--- src/rtl/axi4_arbiter_if.sv ---
// One AXI4 port (AR/R/AW/W/B). The mst modport drives valids and payload;
// the slv modport drives readies and responses.
interface axi4_arbiter_if;
    localparam int unsigned ID_W    = 4;
    localparam int unsigned ADDR_W  = 32;
    localparam int unsigned DATA_W  = 32;
    localparam int unsigned LEN_W   = 8;
    localparam int unsigned SIZE_W  = 3;
    localparam int unsigned BURST_W = 2;
    localparam int unsigned STRB_W  = 4;
    localparam int unsigned RESP_W  = 2;

    logic               arvalid, arready;
    logic [ID_W-1:0]    arid;
    logic [ADDR_W-1:0]  araddr;
    logic [LEN_W-1:0]   arlen;
    logic [SIZE_W-1:0]  arsize;
    logic [BURST_W-1:0] arburst;

    logic               rvalid, rready, rlast;
    logic [ID_W-1:0]    rid;
    logic [DATA_W-1:0]  rdata;
    logic [RESP_W-1:0]  rresp;

    logic               awvalid, awready;
    logic [ID_W-1:0]    awid;
    logic [ADDR_W-1:0]  awaddr;
    logic [LEN_W-1:0]   awlen;
    logic [SIZE_W-1:0]  awsize;
    logic [BURST_W-1:0] awburst;

    logic               wvalid, wready, wlast;
    logic [DATA_W-1:0]  wdata;
    logic [STRB_W-1:0]  wstrb;

    logic               bvalid, bready;
    logic [ID_W-1:0]    bid;
    logic [RESP_W-1:0]  bresp;

    modport mst (
        output arvalid, arid, araddr, arlen, arsize, arburst, input arready,
        input  rvalid, rid, rdata, rresp, rlast, output rready,
        output awvalid, awid, awaddr, awlen, awsize, awburst, input awready,
        output wvalid, wdata, wstrb, wlast, input wready,
        input  bvalid, bid, bresp, output bready
    );

    modport slv (
        input  arvalid, arid, araddr, arlen, arsize, arburst, output arready,
        output rvalid, rid, rdata, rresp, rlast, input rready,
        input  awvalid, awid, awaddr, awlen, awsize, awburst, output awready,
        input  wvalid, wdata, wstrb, wlast, output wready,
        output bvalid, bid, bresp, input bready
    );
endinterface

--- src/rtl/axi4_arbiter.sv ---
// Two-master to one-slave AXI4 arbiter: one transaction in flight, round-robin
// grant, payload passes through and only handshakes/responses are gated.
module axi4_arbiter (
    input  logic        clock,
    input  logic        reset,
    axi4_arbiter_if.slv m0,
    axi4_arbiter_if.slv m1,
    axi4_arbiter_if.mst s
);
    typedef enum logic [1:0] {IDLE, RD, WR} state_t;

    state_t state_q, state_d;
    logic   gnt_q, gnt_d;
    logic   rr_q, rr_d;
    logic   addr_done_q, addr_done_d;
    logic   w_done_q, w_done_d;

    logic req0, req1, win, win_aw;
    logic in_rd, in_wr;
    logic g_arvalid, g_rready, g_awvalid, g_wvalid, g_bready;
    logic g_arready, g_rvalid, g_awready, g_wready, g_bvalid;

    assign req0   = m0.arvalid | m0.awvalid;
    assign req1   = m1.arvalid | m1.awvalid;
    assign win    = (req0 & req1) ? rr_q : req1;
    assign win_aw = win ? m1.awvalid : m0.awvalid;
    assign in_rd  = (state_q == RD);
    assign in_wr  = (state_q == WR);

    // Handshake inputs from the granted master
    assign g_arvalid = gnt_q ? m1.arvalid : m0.arvalid;
    assign g_rready  = gnt_q ? m1.rready  : m0.rready;
    assign g_awvalid = gnt_q ? m1.awvalid : m0.awvalid;
    assign g_wvalid  = gnt_q ? m1.wvalid  : m0.wvalid;
    assign g_bready  = gnt_q ? m1.bready  : m0.bready;

    // Slave-side payload is only meaningful while its valid is high
    assign s.arid    = gnt_q ? m1.arid    : m0.arid;
    assign s.araddr  = gnt_q ? m1.araddr  : m0.araddr;
    assign s.arlen   = gnt_q ? m1.arlen   : m0.arlen;
    assign s.arsize  = gnt_q ? m1.arsize  : m0.arsize;
    assign s.arburst = gnt_q ? m1.arburst : m0.arburst;
    assign s.awid    = gnt_q ? m1.awid    : m0.awid;
    assign s.awaddr  = gnt_q ? m1.awaddr  : m0.awaddr;
    assign s.awlen   = gnt_q ? m1.awlen   : m0.awlen;
    assign s.awsize  = gnt_q ? m1.awsize  : m0.awsize;
    assign s.awburst = gnt_q ? m1.awburst : m0.awburst;
    assign s.wdata   = gnt_q ? m1.wdata   : m0.wdata;
    assign s.wstrb   = gnt_q ? m1.wstrb   : m0.wstrb;
    assign s.wlast   = gnt_q ? m1.wlast   : m0.wlast;

    always_comb begin
        state_d     = state_q;
        gnt_d       = gnt_q;
        rr_d        = rr_q;
        addr_done_d = addr_done_q;
        w_done_d    = w_done_q;
        s.arvalid   = 1'b0;
        s.rready    = 1'b0;
        s.awvalid   = 1'b0;
        s.wvalid    = 1'b0;
        s.bready    = 1'b0;
        g_arready   = 1'b0;
        g_rvalid    = 1'b0;
        g_awready   = 1'b0;
        g_wready    = 1'b0;
        g_bvalid    = 1'b0;
        unique case (state_q)
            IDLE: begin
                if (req0 | req1) begin
                    state_d     = win_aw ? WR : RD;
                    gnt_d       = win;
                    addr_done_d = 1'b0;
                    w_done_d    = 1'b0;
                end
            end
            RD: begin
                s.arvalid = g_arvalid & ~addr_done_q;
                g_arready = s.arready & ~addr_done_q;
                if (g_arvalid & s.arready & ~addr_done_q) addr_done_d = 1'b1;
                g_rvalid = s.rvalid;
                s.rready = g_rready;
                if (s.rvalid & g_rready & s.rlast) begin
                    state_d = IDLE;
                    rr_d    = ~gnt_q;
                end
            end
            WR: begin
                s.awvalid = g_awvalid & ~addr_done_q;
                g_awready = s.awready & ~addr_done_q;
                if (g_awvalid & s.awready & ~addr_done_q) addr_done_d = 1'b1;
                // W may complete before or after AW; wlast closes the data phase
                s.wvalid = g_wvalid & ~w_done_q;
                g_wready = s.wready & ~w_done_q;
                if (g_wvalid & s.wready & s.wlast & ~w_done_q) w_done_d = 1'b1;
                g_bvalid = s.bvalid;
                s.bready = g_bready;
                if (s.bvalid & g_bready) begin
                    state_d = IDLE;
                    rr_d    = ~gnt_q;
                end
            end
            default: state_d = IDLE;
        endcase
    end

    // Fan granted-side handshakes and responses back to the owning master
    assign m0.arready = g_arready & ~gnt_q;
    assign m1.arready = g_arready &  gnt_q;
    assign m0.rvalid  = g_rvalid  & ~gnt_q;
    assign m1.rvalid  = g_rvalid  &  gnt_q;
    assign m0.awready = g_awready & ~gnt_q;
    assign m1.awready = g_awready &  gnt_q;
    assign m0.wready  = g_wready  & ~gnt_q;
    assign m1.wready  = g_wready  &  gnt_q;
    assign m0.bvalid  = g_bvalid  & ~gnt_q;
    assign m1.bvalid  = g_bvalid  &  gnt_q;

    assign m0.rid   = (in_rd & ~gnt_q) ? s.rid   : '0;
    assign m0.rdata = (in_rd & ~gnt_q) ? s.rdata : '0;
    assign m0.rresp = (in_rd & ~gnt_q) ? s.rresp : '0;
    assign m0.rlast = in_rd & ~gnt_q & s.rlast;
    assign m1.rid   = (in_rd &  gnt_q) ? s.rid   : '0;
    assign m1.rdata = (in_rd &  gnt_q) ? s.rdata : '0;
    assign m1.rresp = (in_rd &  gnt_q) ? s.rresp : '0;
    assign m1.rlast = in_rd & gnt_q & s.rlast;
    assign m0.bid   = (in_wr & ~gnt_q) ? s.bid   : '0;
    assign m0.bresp = (in_wr & ~gnt_q) ? s.bresp : '0;
    assign m1.bid   = (in_wr &  gnt_q) ? s.bid   : '0;
    assign m1.bresp = (in_wr &  gnt_q) ? s.bresp : '0;

    always_ff @(posedge clock) begin
        if (reset) begin
            state_q     <= IDLE;
            gnt_q       <= 1'b0;
            rr_q        <= 1'b0;
            addr_done_q <= 1'b0;
            w_done_q    <= 1'b0;
        end else begin
            state_q     <= state_d;
            gnt_q       <= gnt_d;
            rr_q        <= rr_d;
            addr_done_q <= addr_done_d;
            w_done_q    <= w_done_d;
        end
    end
endmodule

--- src/flat_wrapper.sv ---
// flat-port wrapper written by rule: the top's interface ports become plain ports
module axi4_arbiter_flat 
  (clock, reset, m0_arvalid, m0_arid, m0_araddr, m0_arlen, m0_arsize, m0_arburst, m0_arready, m0_rvalid, m0_rid, m0_rdata, m0_rresp, m0_rlast, m0_rready, m0_awvalid, m0_awid, m0_awaddr, m0_awlen, m0_awsize, m0_awburst, m0_awready, m0_wvalid, m0_wdata, m0_wstrb, m0_wlast, m0_wready, m0_bvalid, m0_bid, m0_bresp, m0_bready, m1_arvalid, m1_arid, m1_araddr, m1_arlen, m1_arsize, m1_arburst, m1_arready, m1_rvalid, m1_rid, m1_rdata, m1_rresp, m1_rlast, m1_rready, m1_awvalid, m1_awid, m1_awaddr, m1_awlen, m1_awsize, m1_awburst, m1_awready, m1_wvalid, m1_wdata, m1_wstrb, m1_wlast, m1_wready, m1_bvalid, m1_bid, m1_bresp, m1_bready, s_arvalid, s_arid, s_araddr, s_arlen, s_arsize, s_arburst, s_arready, s_rvalid, s_rid, s_rdata, s_rresp, s_rlast, s_rready, s_awvalid, s_awid, s_awaddr, s_awlen, s_awsize, s_awburst, s_awready, s_wvalid, s_wdata, s_wstrb, s_wlast, s_wready, s_bvalid, s_bid, s_bresp, s_bready);
  axi4_arbiter_if m0_i ();
  axi4_arbiter_if m1_i ();
  axi4_arbiter_if s_i ();
  input  logic clock;
  input  logic reset;
  input wire logic [$bits(m0_i.arvalid)-1:0] m0_arvalid;
  input wire logic [$bits(m0_i.arid)-1:0] m0_arid;
  input wire logic [$bits(m0_i.araddr)-1:0] m0_araddr;
  input wire logic [$bits(m0_i.arlen)-1:0] m0_arlen;
  input wire logic [$bits(m0_i.arsize)-1:0] m0_arsize;
  input wire logic [$bits(m0_i.arburst)-1:0] m0_arburst;
  output wire logic [$bits(m0_i.arready)-1:0] m0_arready;
  output wire logic [$bits(m0_i.rvalid)-1:0] m0_rvalid;
  output wire logic [$bits(m0_i.rid)-1:0] m0_rid;
  output wire logic [$bits(m0_i.rdata)-1:0] m0_rdata;
  output wire logic [$bits(m0_i.rresp)-1:0] m0_rresp;
  output wire logic [$bits(m0_i.rlast)-1:0] m0_rlast;
  input wire logic [$bits(m0_i.rready)-1:0] m0_rready;
  input wire logic [$bits(m0_i.awvalid)-1:0] m0_awvalid;
  input wire logic [$bits(m0_i.awid)-1:0] m0_awid;
  input wire logic [$bits(m0_i.awaddr)-1:0] m0_awaddr;
  input wire logic [$bits(m0_i.awlen)-1:0] m0_awlen;
  input wire logic [$bits(m0_i.awsize)-1:0] m0_awsize;
  input wire logic [$bits(m0_i.awburst)-1:0] m0_awburst;
  output wire logic [$bits(m0_i.awready)-1:0] m0_awready;
  input wire logic [$bits(m0_i.wvalid)-1:0] m0_wvalid;
  input wire logic [$bits(m0_i.wdata)-1:0] m0_wdata;
  input wire logic [$bits(m0_i.wstrb)-1:0] m0_wstrb;
  input wire logic [$bits(m0_i.wlast)-1:0] m0_wlast;
  output wire logic [$bits(m0_i.wready)-1:0] m0_wready;
  output wire logic [$bits(m0_i.bvalid)-1:0] m0_bvalid;
  output wire logic [$bits(m0_i.bid)-1:0] m0_bid;
  output wire logic [$bits(m0_i.bresp)-1:0] m0_bresp;
  input wire logic [$bits(m0_i.bready)-1:0] m0_bready;
  input wire logic [$bits(m1_i.arvalid)-1:0] m1_arvalid;
  input wire logic [$bits(m1_i.arid)-1:0] m1_arid;
  input wire logic [$bits(m1_i.araddr)-1:0] m1_araddr;
  input wire logic [$bits(m1_i.arlen)-1:0] m1_arlen;
  input wire logic [$bits(m1_i.arsize)-1:0] m1_arsize;
  input wire logic [$bits(m1_i.arburst)-1:0] m1_arburst;
  output wire logic [$bits(m1_i.arready)-1:0] m1_arready;
  output wire logic [$bits(m1_i.rvalid)-1:0] m1_rvalid;
  output wire logic [$bits(m1_i.rid)-1:0] m1_rid;
  output wire logic [$bits(m1_i.rdata)-1:0] m1_rdata;
  output wire logic [$bits(m1_i.rresp)-1:0] m1_rresp;
  output wire logic [$bits(m1_i.rlast)-1:0] m1_rlast;
  input wire logic [$bits(m1_i.rready)-1:0] m1_rready;
  input wire logic [$bits(m1_i.awvalid)-1:0] m1_awvalid;
  input wire logic [$bits(m1_i.awid)-1:0] m1_awid;
  input wire logic [$bits(m1_i.awaddr)-1:0] m1_awaddr;
  input wire logic [$bits(m1_i.awlen)-1:0] m1_awlen;
  input wire logic [$bits(m1_i.awsize)-1:0] m1_awsize;
  input wire logic [$bits(m1_i.awburst)-1:0] m1_awburst;
  output wire logic [$bits(m1_i.awready)-1:0] m1_awready;
  input wire logic [$bits(m1_i.wvalid)-1:0] m1_wvalid;
  input wire logic [$bits(m1_i.wdata)-1:0] m1_wdata;
  input wire logic [$bits(m1_i.wstrb)-1:0] m1_wstrb;
  input wire logic [$bits(m1_i.wlast)-1:0] m1_wlast;
  output wire logic [$bits(m1_i.wready)-1:0] m1_wready;
  output wire logic [$bits(m1_i.bvalid)-1:0] m1_bvalid;
  output wire logic [$bits(m1_i.bid)-1:0] m1_bid;
  output wire logic [$bits(m1_i.bresp)-1:0] m1_bresp;
  input wire logic [$bits(m1_i.bready)-1:0] m1_bready;
  output wire logic [$bits(s_i.arvalid)-1:0] s_arvalid;
  output wire logic [$bits(s_i.arid)-1:0] s_arid;
  output wire logic [$bits(s_i.araddr)-1:0] s_araddr;
  output wire logic [$bits(s_i.arlen)-1:0] s_arlen;
  output wire logic [$bits(s_i.arsize)-1:0] s_arsize;
  output wire logic [$bits(s_i.arburst)-1:0] s_arburst;
  input wire logic [$bits(s_i.arready)-1:0] s_arready;
  input wire logic [$bits(s_i.rvalid)-1:0] s_rvalid;
  input wire logic [$bits(s_i.rid)-1:0] s_rid;
  input wire logic [$bits(s_i.rdata)-1:0] s_rdata;
  input wire logic [$bits(s_i.rresp)-1:0] s_rresp;
  input wire logic [$bits(s_i.rlast)-1:0] s_rlast;
  output wire logic [$bits(s_i.rready)-1:0] s_rready;
  output wire logic [$bits(s_i.awvalid)-1:0] s_awvalid;
  output wire logic [$bits(s_i.awid)-1:0] s_awid;
  output wire logic [$bits(s_i.awaddr)-1:0] s_awaddr;
  output wire logic [$bits(s_i.awlen)-1:0] s_awlen;
  output wire logic [$bits(s_i.awsize)-1:0] s_awsize;
  output wire logic [$bits(s_i.awburst)-1:0] s_awburst;
  input wire logic [$bits(s_i.awready)-1:0] s_awready;
  output wire logic [$bits(s_i.wvalid)-1:0] s_wvalid;
  output wire logic [$bits(s_i.wdata)-1:0] s_wdata;
  output wire logic [$bits(s_i.wstrb)-1:0] s_wstrb;
  output wire logic [$bits(s_i.wlast)-1:0] s_wlast;
  input wire logic [$bits(s_i.wready)-1:0] s_wready;
  input wire logic [$bits(s_i.bvalid)-1:0] s_bvalid;
  input wire logic [$bits(s_i.bid)-1:0] s_bid;
  input wire logic [$bits(s_i.bresp)-1:0] s_bresp;
  output wire logic [$bits(s_i.bready)-1:0] s_bready;
  assign m0_i.arvalid = m0_arvalid;
  assign m0_i.arid = m0_arid;
  assign m0_i.araddr = m0_araddr;
  assign m0_i.arlen = m0_arlen;
  assign m0_i.arsize = m0_arsize;
  assign m0_i.arburst = m0_arburst;
  assign m0_arready = m0_i.arready;
  assign m0_rvalid = m0_i.rvalid;
  assign m0_rid = m0_i.rid;
  assign m0_rdata = m0_i.rdata;
  assign m0_rresp = m0_i.rresp;
  assign m0_rlast = m0_i.rlast;
  assign m0_i.rready = m0_rready;
  assign m0_i.awvalid = m0_awvalid;
  assign m0_i.awid = m0_awid;
  assign m0_i.awaddr = m0_awaddr;
  assign m0_i.awlen = m0_awlen;
  assign m0_i.awsize = m0_awsize;
  assign m0_i.awburst = m0_awburst;
  assign m0_awready = m0_i.awready;
  assign m0_i.wvalid = m0_wvalid;
  assign m0_i.wdata = m0_wdata;
  assign m0_i.wstrb = m0_wstrb;
  assign m0_i.wlast = m0_wlast;
  assign m0_wready = m0_i.wready;
  assign m0_bvalid = m0_i.bvalid;
  assign m0_bid = m0_i.bid;
  assign m0_bresp = m0_i.bresp;
  assign m0_i.bready = m0_bready;
  assign m1_i.arvalid = m1_arvalid;
  assign m1_i.arid = m1_arid;
  assign m1_i.araddr = m1_araddr;
  assign m1_i.arlen = m1_arlen;
  assign m1_i.arsize = m1_arsize;
  assign m1_i.arburst = m1_arburst;
  assign m1_arready = m1_i.arready;
  assign m1_rvalid = m1_i.rvalid;
  assign m1_rid = m1_i.rid;
  assign m1_rdata = m1_i.rdata;
  assign m1_rresp = m1_i.rresp;
  assign m1_rlast = m1_i.rlast;
  assign m1_i.rready = m1_rready;
  assign m1_i.awvalid = m1_awvalid;
  assign m1_i.awid = m1_awid;
  assign m1_i.awaddr = m1_awaddr;
  assign m1_i.awlen = m1_awlen;
  assign m1_i.awsize = m1_awsize;
  assign m1_i.awburst = m1_awburst;
  assign m1_awready = m1_i.awready;
  assign m1_i.wvalid = m1_wvalid;
  assign m1_i.wdata = m1_wdata;
  assign m1_i.wstrb = m1_wstrb;
  assign m1_i.wlast = m1_wlast;
  assign m1_wready = m1_i.wready;
  assign m1_bvalid = m1_i.bvalid;
  assign m1_bid = m1_i.bid;
  assign m1_bresp = m1_i.bresp;
  assign m1_i.bready = m1_bready;
  assign s_arvalid = s_i.arvalid;
  assign s_arid = s_i.arid;
  assign s_araddr = s_i.araddr;
  assign s_arlen = s_i.arlen;
  assign s_arsize = s_i.arsize;
  assign s_arburst = s_i.arburst;
  assign s_i.arready = s_arready;
  assign s_i.rvalid = s_rvalid;
  assign s_i.rid = s_rid;
  assign s_i.rdata = s_rdata;
  assign s_i.rresp = s_rresp;
  assign s_i.rlast = s_rlast;
  assign s_rready = s_i.rready;
  assign s_awvalid = s_i.awvalid;
  assign s_awid = s_i.awid;
  assign s_awaddr = s_i.awaddr;
  assign s_awlen = s_i.awlen;
  assign s_awsize = s_i.awsize;
  assign s_awburst = s_i.awburst;
  assign s_i.awready = s_awready;
  assign s_wvalid = s_i.wvalid;
  assign s_wdata = s_i.wdata;
  assign s_wstrb = s_i.wstrb;
  assign s_wlast = s_i.wlast;
  assign s_i.wready = s_wready;
  assign s_i.bvalid = s_bvalid;
  assign s_i.bid = s_bid;
  assign s_i.bresp = s_bresp;
  assign s_bready = s_i.bready;
  axi4_arbiter u_core (.clock(clock), .reset(reset), .m0(m0_i), .m1(m1_i), .s(s_i));
endmodule
--- config.mk ---
export PLATFORM = sky130hd
export DESIGN_NAME = axi4_arbiter_flat
export DESIGN_NICKNAME = d
export VERILOG_FILES = /design/src/rtl/axi4_arbiter_if.sv /design/src/rtl/axi4_arbiter.sv /design/src/flat_wrapper.sv
export SDC_FILE = /design/constraint.sdc
export NUM_CORES = 1
export LEC_CHECK = 0
export ABC_AREA = 1
export BUFFER_PORTS_ARGS = -buffer_cell sky130_fd_sc_hd__buf_4
export CAP_MARGIN = 20
export CORE_AREA = 4 4 220 222
export CTS_CLUSTER_SIZE = 20
export DETAILED_ROUTE_END_ITERATION = 10
export DIE_AREA = 0 0 224 226
export PLACE_DENSITY = 0.34
export SYNTH_ARGS = -nofsm -noshare
export SYNTH_HDL_FRONTEND = slang
export SYNTH_SLANG_ARGS = --single-unit
--- constraint.sdc ---
create_clock -name clock -period 2.34 [get_ports clock]
set_input_delay 0.351 -clock clock [delete_from_list [all_inputs] [get_ports clock]]
set_output_delay 0.351 -clock clock [all_outputs]
set_load 0.02 [all_outputs]
== Word level (Yosys, flattened, before mapping) ==
Index checks and enable logic that the tools add are counted.
W data, S select, Z words.

* Bits in registers: 6
* Input port bits: 332
* Output and inout port bits: 240
* Word-level logic and storage cells: 115

* Equality and inequality tests: 8
* Muxes and demuxes: 54
* Bitwise gates (word level): 39
* Reduce and logical (&&, ||, !) cells: 9

{| class="wikitable"
|+ Operator list
! cell !! count
|-
| $mux W32 || 5
|-
| $and A1 B1 Y1 || 33
|-
| $mux W4 || 7
|-
| $mux W1 || 24
|-
| $mux W2 || 10
|-
| $mux W8 || 2
|-
| $ne A2 B2 Y1 const B || 5
|-
| $reduce_and A3 Y1 || 3
|-
| $mux W3 || 2
|-
| $pmux W2 S3 || 1
|-
| $pmux W1 S2 || 2
|-
| $reduce_and A4 Y1 || 1
|-
| $reduce_bool A2 Y1 || 2
|-
| $not A1 Y1 || 3
|-
| $or A1 B1 Y1 || 3
|-
| $pmux W1 S3 || 1
|-
| $reduce_bool A3 Y1 || 1
|-
| $eq A2 B1 Y1 const B || 1
|-
| $eq A2 B2 Y1 const B || 1
|-
| $logic_not A2 Y1 || 1
|-
| $ne A2 B1 Y1 const B || 1
|-
| $reduce_and A2 Y1 || 1
|}

== Logic depth before layout (Yosys ltp) ==
* Depth in word-level cells: 7
* Mapped depth: 10
* Mapped depth without buffers: 10

== Least setup slack after synthesis ==
Ideal clock, no wire load.

* Kind: register to output
* From: register u_core.state_q[0]
* To: output m0_wready
* Arrival: 1305 ps
* Data required time: 1989 ps
* Path slack: 684 ps
* Stages on the path, launching flop included: 8
* Path buffers: 1
* Cells stage by stage: dfxtp_1 > inv_1 > ha_1 > clkbuf_1 > inv_1 > nor2_1 > nand2_1 > nor2_1

* Cells in the longest elaborated chain, start to end: 3

{| class="wikitable"
|+ RTL lines
! element !! RTL line !! RTL
|-
| from (decl) || axi4_arbiter.sv:12 || <nowiki>state_t state_q, state_d;</nowiki>
|-
| from (signal assigned) || axi4_arbiter.sv:140 || <nowiki>state_q <= state_d;</nowiki>
|-
| $eq A2 B2 Y1 || n/a ||
|-
| named net u_core.in_wr || axi4_arbiter.sv:19 || <nowiki>logic in_rd, in_wr;</nowiki>
|-
| $mux W1 || axi4_arbiter.sv:68 || <nowiki>unique case (state_q)</nowiki>
|-
| $and A1 B1 Y1 || axi4_arbiter.sv:114 || <nowiki>assign m0.wready = g_wready & ~gnt_q;</nowiki>
|-
| to (decl) || flat_wrapper.sv:33 || <nowiki>output wire logic [$bits(m0_i.wready)-1:0] m0_wready;</nowiki>
|}

The timed path passes the listed nets, and every way through them passes these cells.

== Final worst setup path ==
Ends and elaborated chain as after synthesis.

==> flow_summary.json <==
{
  "critPathKind": "reg2out",
  "synthXorXnorAreaFrac_pct": 0,
  "postCtsHoldBufs": 0,
  "coreArea_mm2": 0.04636,
  "place.port_buffers": 571,
  "rows": 79,
  "pre_cts_ws_ns": 0.3871,
  "cp_max_fo": 8,
  "synth_top_family_by_area": "simple AND/OR/NAND/NOR gates",
  "numCtsBuffers": 3,
  "die-area_mm2": 0.05062,
  "drive_gt1_share_pct": 47.95,
  "start_util_pct": 6.356,
  "r2r_start": "u_core.gnt_q",
  "post-cts-setup-buffer-count": 0,
  "ir_drop_v": 0.0002789,
  "synth_compound_area_share_pct": 2.038,
  "cts.sinks": 6,
  "cp-start-kind": "register",
  "syn_area_mm2": 0.002947,
  "r2r_slack_ns": 0.88,
  "design_area_mm2": 0.007946,
  "yosysTopAreaCellShare_pct": 56.31,
  "route.detailed.drc": 0,
  "first_pass_iters": 5,
  "ys_seq_elements": 6,
  "r2r-end": "u_core.state_q[0]",
  "clkSlewWorstSetupHoldPaths_ns": 0.03,
  "num_vias": 6115,
  "htree_levels": 1,
  "ys_top_cells_by_area": "nand2_1, nor2_1, inv_1, buf_6, dfxtp_1",
  "synth_adder_area_share_pct": 1.699,
  "synthMuxAreaShare_pct": 0,
  "setup_viol": 0,
  "clockBufferDepth": 2,
  "fin_cells": 1852,
  "min_path_cells": 2,
  "leakage_uw": 0.004876,
  "vias_per_cell": 3.302,
  "totalWireLength_um": 30600,
  "routed-wl-met3_um": 2316,
  "grt_pass1_wl_um": 40990,
  "antenna_found_initial": 1,
  "yosys.area_share.simple_pct": 74.27,
  "synth_fp_nets": 1035,
  "yosysWarnings": 0,
  "placed_area_mm2": 0.007868,
  "fin_ws_ns": 0.1497,
  "grt_start_max_net_pins": 63,
  "finalHoldViolCount": 0,
  "status": "complete, no violations",
  "syn_inst": 699,
  "yosysSeqAreaShare_pct": 4.076,
  "fmax_ghz": 0.4566,
  "top_layer": "met4",
  "drv_cap": 0,
  "cts_tree": "yes",
  "p_per_area_mw_per_mm2": 578.0,
  "ys_types": 21,
  "first_global_vias": 6007,
  "nets": 1582,
  "final_antenna_net_count": 0,
  "clock_latency_ns": 0.23,
  "clockRootBuffer": "clkbuf_16",
  "finalSetupTns_ns": 0,
  "place.gp.congestion": 0.8171,
  "cp-end-kind": "primary output",
  "area_growth_pct": 169.7,
  "wl_met2_um": 15720,
  "synth_area_leader_cell": "nand2_1",
  "rsz0062_at_grt": "false",
  "grt.total_usage_pct": 10.70,
  "synth.avg_cell_area_um2": 4.215,
  "hpwl_um": 26930,
  "fillCellCount": 5477,
  "hold_end": "u_core.state_q[1]",
  "final_common_cell": "buf_4",
  "wl_met1_um": 12140,
  "final_cell_mix": "buf_4, nand2_1, nor2_1",
  "io_pins": 572,
  "post_drt_wl_per_cell_um": 16.52,
  "dpl.cell_count": 1848,
  "postLayoutCoreUtil_pct": 17.14,
  "required_ns": 1.99,
  "slew_headroom_pct": 65.78,
  "arrival_ns": 1.84,
  "slew_viol_final": 0,
  "reg2regPathDepth": 9,
  "drtIter0Drc": 246,
  "dieWidth_um": 224,
  "antenna_cells": 0,
  "tightest_slew_ns": 0.5121,
  "finClkSkew_ns": 0.001994,
  "cts_resized": 0,
  "overflow": 0,
  "min_path_type": "in2reg",
  "finalCritPeriodShare_pct": 93.60,
  "hold_start": "reset",
  "die_y_um": 226,
  "fin_crit_ns": 2.190
}
-- report_power, final --
part,leakage (µW),switching [µW],internal (µW)
Sequential,0.0000500,43.7,137
Combinational,0.00479,2530,1600
Clock,0.0000382,56.2,226
Total,0.00488,2630,1960
-- critical path, stage by stage (launching register included) --
cell and delay (ns):
dfxtp_1 0.33, inv_1 0.09, ha_1 0.34, inv_1 0.13
nor2_1 0.13, nand2_1 0.25, nor2_1 0.18, buf_4 0.16
-- sequential cells by signal, summed over array words and instances, names as in the netlist --
| name | flops |
|---|---|
| u_core.gnt_q | 1 |
| u_core.rr_q | 1 |
| u_core.addr_done_q | 1 |
| u_core.w_done_q | 1 |
| u_core.state_q | 2 |
-- through the flow --
stage | hold WS, ns | power, µW
detailed placement | 0.4734 | 4408
global route | 0.3315 | 4933
global placement | 0.4749 | 4411
finish | 0.3302 | 4593
floorplan | 0.4201 | 2275
CTS | 0.3290 | 4711
-- layout make-up --
cell class | instances | area, µm² | share of cell area, %
Sequential cell | 6 | 123.9 | 1.559
Inverter | 67 | 254.0 | 3.196
Tap cell | 607 | 759.5 | 9.558
Clock buffer | 4 | 78.83 | 0.9920
Timing Repair Buffer | 582 | 4432 | 55.77
Multi-Input combinational cell | 586 | 2298 | 28.92
-- how the worst max path moves through the flow --
stage / startpoint / end / cells after the start
floorplan: u_core.state_q[0] / m0_wready / 7
global placement: u_core.state_q[0] / m1_wready / 7
detailed placement: u_core.state_q[0] / m0_wready / 7
CTS: u_core.state_q[0] / m0_wready / 7
global route: u_core.state_q[0] / m1_wready / 7
finish: u_core.state_q[0] / m0_wready / 7
-- metal layers --
layer	GRT usage, %	up-vias
met1	12.86	2683
met4	1.293	0
met5	0	-
met3	2.366	14
met2	20.02	316
li1	-	3102
-- cell families (layout without fill, tap and decap cells) --
| kind of cell | Yosys count | count (layout) |
|---|---|---|
| and+or+nand+nor | 571 | 571 |
| buffers and inverters | 107 | 653 |
| AOI/OAI and AO/OA | 11 | 11 |
| DFF | 6 | 6 |
| adders and majority gates | 4 | 4 |
-- Yosys cell counts (all sizes together) --
| cell | count |
|---|---|
| nand2 | 448 |
| nor2 | 115 |
| inv | 67 |
| buf | 38 |
| a21oi | 7 |
| dfxtp | 6 |
| nand3 | 6 |
| ha | 4 |
| clkbuf | 2 |
| o21ai | 2 |
| and2 | 1 |
| o21a | 1 |
| o21bai | 1 |
| or2 | 1 |
(Power assumes the default switching activity.)
